### src/rtl/pipe_stage_skid_reg_pkg.sv
// Shared types and defaults for the skid-buffered pipeline stage register.
package pipe_pkg;

  typedef enum logic [1:0] {
    EMPTY = 2'b00,
    BUSY  = 2'b01,
    FULL  = 2'b10
  } stage_state_t;

  localparam int PIPE_CNT_W = 16;

  function automatic logic [1:0] occ_of(input stage_state_t st);
    logic [1:0] occ;
    case (st)
      EMPTY:   occ = 2'd0;
      BUSY:    occ = 2'd1;
      FULL:    occ = 2'd2;
      default: occ = 2'd0;
    endcase
    return occ;
  endfunction

endpackage

### src/rtl/pipe_stage_skid_reg_sat_counter.sv
// Saturating up-counter: holds at all-ones, cleared by synchronous reset.
module sat_counter #(
  parameter int W = 16
) (
  input  logic         clk,
  input  logic         rst,
  input  logic         inc,
  output logic [W-1:0] count
);

  localparam logic [W-1:0] ONE = {{(W-1){1'b0}}, 1'b1};
  localparam logic [W-1:0] MAX = {W{1'b1}};

  logic [W-1:0] r_count;

  // Count on the falling edge alongside the stage registers.
  always_ff @(negedge clk) begin
    if (rst) begin
      r_count <= {W{1'b0}};
    end else if (inc && (r_count != MAX)) begin
      r_count <= r_count + ONE;
    end else begin
      r_count <= r_count;
    end
  end

  assign count = r_count;

endmodule

### src/rtl/pipe_stage_skid_reg.sv
// Pipeline stage register with valid/ready handshake, one skid entry,
// synchronous flush and saturating stall/flush statistics.
module pipe_stage_skid_reg
  import pipe_pkg::*;
#(
  parameter int               WIDTH       = 64,
  parameter int               CNT_W       = PIPE_CNT_W,
  parameter logic [WIDTH-1:0] RESET_VALUE = {WIDTH{1'b0}}
) (
  input  logic             clk,
  input  logic             rst,
  input  logic             flush,
  input  logic             in_valid,
  output logic             in_ready,
  input  logic [WIDTH-1:0] in_data,
  output logic             out_valid,
  input  logic             out_ready,
  output logic [WIDTH-1:0] out_data,
  output logic [1:0]       occupancy,
  output logic [CNT_W-1:0] stall_cnt,
  output logic [CNT_W-1:0] flush_cnt
);

  stage_state_t     r_state;
  stage_state_t     w_state_nxt;
  logic [WIDTH-1:0] r_main;
  logic [WIDTH-1:0] r_skid;
  logic [WIDTH-1:0] w_main_nxt;
  logic [WIDTH-1:0] w_skid_nxt;
  logic             r_in_ready;
  logic             r_out_valid;
  logic [1:0]       r_occ;
  logic             w_in_fire;
  logic             w_out_fire;
  logic             w_stall_inc;
  logic             w_flush_inc;

  // Fires use the registered handshake flags, so ready never depends on out_ready combinationally.
  assign w_in_fire   = in_valid && r_in_ready;
  assign w_out_fire  = r_out_valid && out_ready;
  assign w_stall_inc = r_out_valid && !out_ready && !flush;
  assign w_flush_inc = flush && (r_state != EMPTY);

  // Next-state and payload selection; flush overrides the handshake.
  always_comb begin
    w_state_nxt = r_state;
    w_main_nxt  = r_main;
    w_skid_nxt  = r_skid;
    if (flush) begin
      w_state_nxt = EMPTY;
      w_main_nxt  = RESET_VALUE;
      w_skid_nxt  = RESET_VALUE;
    end else begin
      case (r_state)
        EMPTY: begin
          if (w_in_fire) begin
            w_main_nxt  = in_data;
            w_state_nxt = BUSY;
          end else begin
            w_state_nxt = EMPTY;
          end
        end
        BUSY: begin
          if (w_in_fire && w_out_fire) begin
            w_main_nxt = in_data;
          end else if (w_in_fire) begin
            w_skid_nxt  = in_data;
            w_state_nxt = FULL;
          end else if (w_out_fire) begin
            w_state_nxt = EMPTY;
          end else begin
            w_state_nxt = BUSY;
          end
        end
        FULL: begin
          if (w_out_fire) begin
            w_main_nxt  = r_skid;
            w_state_nxt = BUSY;
          end else begin
            w_state_nxt = FULL;
          end
        end
        default: begin
          w_state_nxt = EMPTY;
          w_main_nxt  = RESET_VALUE;
          w_skid_nxt  = RESET_VALUE;
        end
      endcase
    end
  end

  // Stage registers; handshake flags are decoded from the next state so they leave flops directly.
  always_ff @(negedge clk) begin
    if (rst) begin
      r_state     <= EMPTY;
      r_main      <= RESET_VALUE;
      r_skid      <= RESET_VALUE;
      r_in_ready  <= 1'b1;
      r_out_valid <= 1'b0;
      r_occ       <= 2'd0;
    end else begin
      r_state     <= w_state_nxt;
      r_main      <= w_main_nxt;
      r_skid      <= w_skid_nxt;
      r_in_ready  <= (w_state_nxt != FULL);
      r_out_valid <= (w_state_nxt != EMPTY);
      r_occ       <= occ_of(w_state_nxt);
    end
  end

  sat_counter #(.W(CNT_W)) u_stall_cnt (
    .clk   (clk),
    .rst   (rst),
    .inc   (w_stall_inc),
    .count (stall_cnt)
  );

  sat_counter #(.W(CNT_W)) u_flush_cnt (
    .clk   (clk),
    .rst   (rst),
    .inc   (w_flush_inc),
    .count (flush_cnt)
  );

  assign in_ready  = r_in_ready;
  assign out_valid = r_out_valid;
  assign out_data  = r_main;
  assign occupancy = r_occ;

endmodule

### config.mk
export PLATFORM = sky130hd
export DESIGN_NAME = pipe_stage_skid_reg
export DESIGN_NICKNAME = d
export VERILOG_FILES = /design/src/rtl/pipe_stage_skid_reg_pkg.sv /design/src/rtl/pipe_stage_skid_reg_sat_counter.sv /design/src/rtl/pipe_stage_skid_reg.sv
export SDC_FILE = /design/constraint.sdc
export NUM_CORES = 1
export LEC_CHECK = 0
export CAP_MARGIN = 20
export CORE_MARGIN = 3
export CORE_UTILIZATION = 45
export CTS_CLUSTER_SIZE = 20
export DETAILED_ROUTE_END_ITERATION = 10
export HOLD_SLACK_MARGIN = 0.08
export PLACE_DENSITY_LB_ADDON = 0.3
export SLEW_MARGIN = 40
export SYNTH_ARGS = -nofsm -noshare
export SYNTH_HDL_FRONTEND = slang
export SYNTH_SLANG_ARGS = --single-unit
### constraint.sdc
create_clock -name clk -period 2.4 [get_ports clk]
set_clock_uncertainty 0.1 [all_clocks]
set_input_delay 0.6 -clock clk [delete_from_list [all_inputs] [get_ports clk]]
set_output_delay 0.6 -clock clk [all_outputs]
set_load 0.05 [all_outputs]
==> run summary, run 1 <==
DPL Wire Length -> 13.4 mm
clk sinks -> 166
Post-Synth Simple-Gate Area -> 26.9%
largest family of logic cells by synthesized area -> simple AND/OR/NAND/NOR gates
num ports -> 169
sequential fraction of the synthesis area -> 47.4%
largest net degree at the start of global routing -> 73
top cell type's share of synthesized area -> 47.4%
top cells by area, synth -> dfxtp_1 47%, nor2_1 12%, a22oi_1 6.7%
flops & latches, synth -> 166
multiplexer area fraction after synthesis -> 0.286%
Last stage -> global routing
GP Congestion -> 0.840
Die Span Y -> 131 µm
Compound-Gate Fraction of Synth Area -> 14.8%
Die W -> 131 µm
Synth Cell Area -> 7010 µm²
CTS root buf -> clkbuf_16
Ys Warns -> 0
PortBufs -> 168
XOR/XNOR Fraction of Synth Area -> 3.00%
H-Tree Depth -> 4
status -> did not finish
Post-synth ARST share -> 0%
EDFF count, synth -> 0
Adder-Cell Fraction of Synth Area -> 0.357%
cts hold-fix bufs -> 0
Worst EP Category -> sequential cell input
Syn Inst Count -> 921
placed cell area -> 10,500 µm²
Post-Syn Nets -> 992
CTS Buf Count -> 17
Avg Cell Area, Syn -> 7.61 µm²
Unique masters post-synth -> 41
Starting Density -> 47.1%
Synth Flop Type -> dfxtp_1
FP Rows -> 44
Yosys top cell by area -> dfxtp_1
deepest clock path buffer count -> 2
First Err -> [ERROR DPL-0038] Utilization greater than 100%, impossible to legalize
post-GRT worst EP -> u_stall_cnt.count[15]$_SDFFE_NP0P_/D
## synthesized netlist by cell type, drive strengths merged, types with 2 or more instances
cell type	count
nor3	74
a21oi	9
clkbuf	63
nand4	10
xor2	10
nor2	227
xnor2	14
buf	5
nand3	16
ha	2
dfxtp	166
or2	4
o22ai	63
and3	2
a211oi	2
or3	5
nor2b	3
and2	2
a22oi	63
o21ai	13
inv	67
nand2	82
mux2i	2
or4	2
or3b	3
nor4	3
## metrics by stage
step / setup slack, ns / cells / util (%) / TNS (ns)
2_1_floorplan: -1.08 / 921 / - / -100.14
3_3_place_gp: -1.50 / 1285 / 70.4 / -182.64
3_5_place_dp: -1.53 / 1285 / 70.4 / -187.73
4_1_cts: -0.790 / 1550 / 95.9 / -126.65
## logic make-up after synthesis
group	count (synthesis)
multiplexers	2
AO/OA/AOI/OAI	155
adder cells (fa/ha/maj)	2
buffers and inverters	135
AND/OR/NAND/NOR	437
flip-flops	166
XOR/XNOR	24
## what timing repair did
action | in CTS
pin swaps | 82
buffers inserted | 38
resized for setup | 384
cloned | 32
endpoints found under the setup margin | 266
==> inputs of run 2 (changes only) <==
--- a/config.mk
+++ b/config.mk
@@ -7,11 +7,9 @@
 export LEC_CHECK = 0
 export CAP_MARGIN = 20
 export CORE_MARGIN = 3
-export CORE_UTILIZATION = 45
-export CTS_CLUSTER_SIZE = 20
+export CORE_UTILIZATION = 35
 export DETAILED_ROUTE_END_ITERATION = 10
-export HOLD_SLACK_MARGIN = 0.08
-export PLACE_DENSITY_LB_ADDON = 0.3
+export PLACE_DENSITY_LB_ADDON = 0.15
 export SLEW_MARGIN = 40
 export SYNTH_ARGS = -nofsm -noshare
 export SYNTH_HDL_FRONTEND = slang
==> constraint.sdc (replaced) <==
create_clock -name clk -period 3.1 [get_ports clk]
set_clock_uncertainty 0.1 [all_clocks]
set_input_delay 0.775 -clock clk [delete_from_list [all_inputs] [get_ports clk]]
set_output_delay 0.775 -clock clk [all_outputs]
set_load 0.05 [all_outputs]
==> run 2 against run 1 <==
Compared with the run above:
- area after synthesis stayed put
- the flow now finishes, with violations (setup timing)
- synthesized cell count did not move
==> run summary, run 2 <==
Psw -> 2.36 mW
vias in the first global route -> 9,340
Post-synth ARST share -> 0%
post-route insts no fill -> 1,691
first-pass GRT wire length -> 47.6 mm
GRT overflow -> 0
sequential fraction of the synthesis area -> 47.4%
switching share of power -> 35.7%
FP Rows -> 51
commonest non-fill, non-tap cell in the layout -> inv_1
Flop pwr share -> 33.8%
met2 Use GR -> 46.7%
drt initial violations -> 552
Crit. End Element -> flop
clk sinks -> 166
violated checks -> setup timing
Max Cap Viol -> 0
grt peak-use layer -> met2
GP Congestion -> 0.857
Compound-Gate Fraction of Synth Area -> 14.8%
H-Tree Depth -> 4
drt first pass iters -> 5
M1 GR Usage -> 30.4%
unrepaired setup endpoints after global routing -> true
Post-Synth Simple-Gate Area -> 26.9%
XOR/XNOR Fraction of Synth Area -> 3.00%
PortBufs -> 168
top cells by area, synth -> dfxtp_1 47%, nor2_1 12%, a22oi_1 6.7%
CTS root buf -> clkbuf_16
Adder-Cell Fraction of Synth Area -> 0.357%
met3 Use GR -> 10.2%
Avg Cell Area, Syn -> 7.61 µm²
final WL -> 33.0 mm
status -> finished, violations left
Rel. slew slack -> 47.5%
placed insts -> 1,364
Lkg Pwr -> 6.47 nW
num ports -> 169
top cell type's share of synthesized area -> 47.4%
EDFF count, synth -> 0
Worst Hold Slack -> 0.392 ns
Clk pin slew, worst setup/hold paths -> 0.04 ns
internal power -> 4.25 mW
Min-Delay Path Class -> reg2reg
commonest cells after routing, fill and taps aside -> 235 x inv_1, 130 x buf_4, 122 x nor2_1
Starting Density -> 35.8%
Die W -> 148 µm
Finished Core Util -> 77.8%
core region area -> 19,600 µm²
flops & latches, synth -> 166
multiplexer area fraction after synthesis -> 0.286%
largest net degree at the start of global routing -> 103
initial antenna violation count -> 1
Buf/Inv on CP -> 1
Syn Inst Count -> 921
Clock Latency Late Sink -> 0.49 ns
crit path max fanout -> 4
Worst Path Required -> 1.86 ns
deepest clock path buffer count -> 2
Setup Viol. Count Final -> 251
clock network power share -> 45.5%
Synth Flop Type -> dfxtp_1
slowest stage cell, crit path -> or4_4
cts hold-fix bufs -> 0
CP delay by family, top -> simple AND/OR/NAND/NOR gates
ANT cells -> 0
overall power -> 6.60 mW
area grow syn2layout -> 118%
worst vdd ir -> 0.378 mV
Unique masters post-synth -> 41
Worst path max stage delay -> 0.41 ns
total track usage -> 27.6%
Synth Cell Area -> 7010 µm²
Logic pwr share -> 20.7%
Die Span Y -> 148 µm
Final Hold Viols -> 0
max-slew violation count -> 0
CTS Buf Count -> 17
power per cell area -> 433 nW/µm²
die area -> 21,800 µm²
vias post-DR -> 9,031
Vias/cell -> 5.34
Routed WL per cell -> 19.5 µm
Synth top cells by count -> 227 x nor2_1, 166 x dfxtp_1, 82 x nand2_1, 74 x nor3_1, 67 x inv_1
Worst path most repeated cell -> or3b_4
Ys Warns -> 0
Remaining DRCs -> 0
fraction of layout cells with a size suffix above 1 -> 48.8%
DPL Wire Length -> 13.0 mm
Yosys top cell by area -> dfxtp_1
Antenna Violating Nets Remaining -> 0
Critical Path AT -> 2.37 ns
Post-Syn Nets -> 992
fin worst setup slack -> -0.506 ns
# fillers -> 1,237
Cell Chain, Critical Path -> buf_8 > or3b_4 > or2_4 > or3b_4 > or4_4 > nand2_1
Slew @ Worst Pin -> 0.784 ns
post-layout net count -> 1,487
CP Launch Type -> primary input
CTS tree -> done
largest family of logic cells by synthesized area -> simple AND/OR/NAND/NOR gates
dominant cell by count in the synthesized netlist -> nor2_1
Crit Path Category -> in2reg
run 2: cell counts after synthesis:
Identical to the previous run, type by type.
run 2: kinds of logic (layout without fill, tap and decap cells):
kind of cell / Yosys count / after routing
AND/OR/NAND/NOR: 437 / 437
flip-flops: 166 / 166
AO/OA/AOI/OAI: 155 / 155
buffers and inverters: 135 / 640
XOR/XNOR: 24 / 24
adder cells (fa/ha/maj): 2 / 2
multiplexers: 2 / 2
run 2: area by class of cell:
type                    instances  area [µm²]  share of cell area [%]
repair buffers                379        5270                    34.6
flip-flops and latches        166        3610                    23.7
inverters                      66         248                    1.63
clock inverters               178         726                    4.76
clock buffers                  17         425                    2.79
multi-input cells             620        4630                    30.4
well taps                     265         332                    2.17
run 2: final timing paths:
kind,startpoint,cells after the start,slack [ns],to
setup / recovery,out_ready,6,-0.51,u_stall_cnt.count[13]$_SDFFE_NP0P_
hold / removal,r_skid[59]$_SDFFE_NP0P_,2,0.39,r_skid[59]$_SDFFE_NP0P_
setup reg to reg,r_state[1]$_SDFF_NP0_,8,0.82,r_skid[34]$_SDFFE_NP0P_
hold reg to reg,r_skid[59]$_SDFFE_NP0P_,2,0.39,r_skid[59]$_SDFFE_NP0P_
run 2: stage by stage:
| step | cell area (µm²) | setup WS, ns | setup TNS [ns] |
|---|---|---|---|
| 2_1_floorplan | 7250 | -0.904 | -59.55 |
| 3_3_place_gp | 10500 | -1.33 | -154.98 |
| 3_5_place_dp | 10500 | -1.34 | -158.82 |
| 4_1_cts | 14600 | -0.600 | -57.50 |
| 5_1_grt | 15200 | -0.529 | -82.55 |
| 6_report | 15200 | -0.506 | -74.28 |
run 2: tightest hold or removal path, stage by stage, from the launching register on:
cell,delay (ns)
dfxtp_1,0.33
a22oi_2,0.06
nor2_1,0.07
run 2: power groups by stage:
stage / registers [mW] / logic (mW) / clock network [mW]
floorplan: 2.41 / 0.289 / 0.325
global placement: 2.29 / 0.804 / 0.325
detailed placement: 2.29 / 0.808 / 0.325
CTS: 2.24 / 1.24 / 2.91
global route: 2.23 / 1.42 / 3.29
finish: 2.23 / 1.37 / 3.00
run 2: timing repair:
| item | in CTS | in global routing |
|---|---|---|
| gates cloned | 34 | 1 |
| setup buffers | 83 | 28 |
| endpoints found under the setup margin | 266 | 254 |
| pin swaps | 51 | 98 |
| resized for setup | 436 | 172 |
run 2: metal layers:
| metal | vias to the layer above | part of all wire (%) |
|---|---|---|
| met5 | - | 0.039 |
| met4 | 2 | 4.6 |
| met3 | 140 | 7.8 |
| met2 | 438 | 50 |
| met1 | 4328 | 37 |
| li1 | 4123 | - |
No activity file was read; power rests on OpenSTA's default activity.
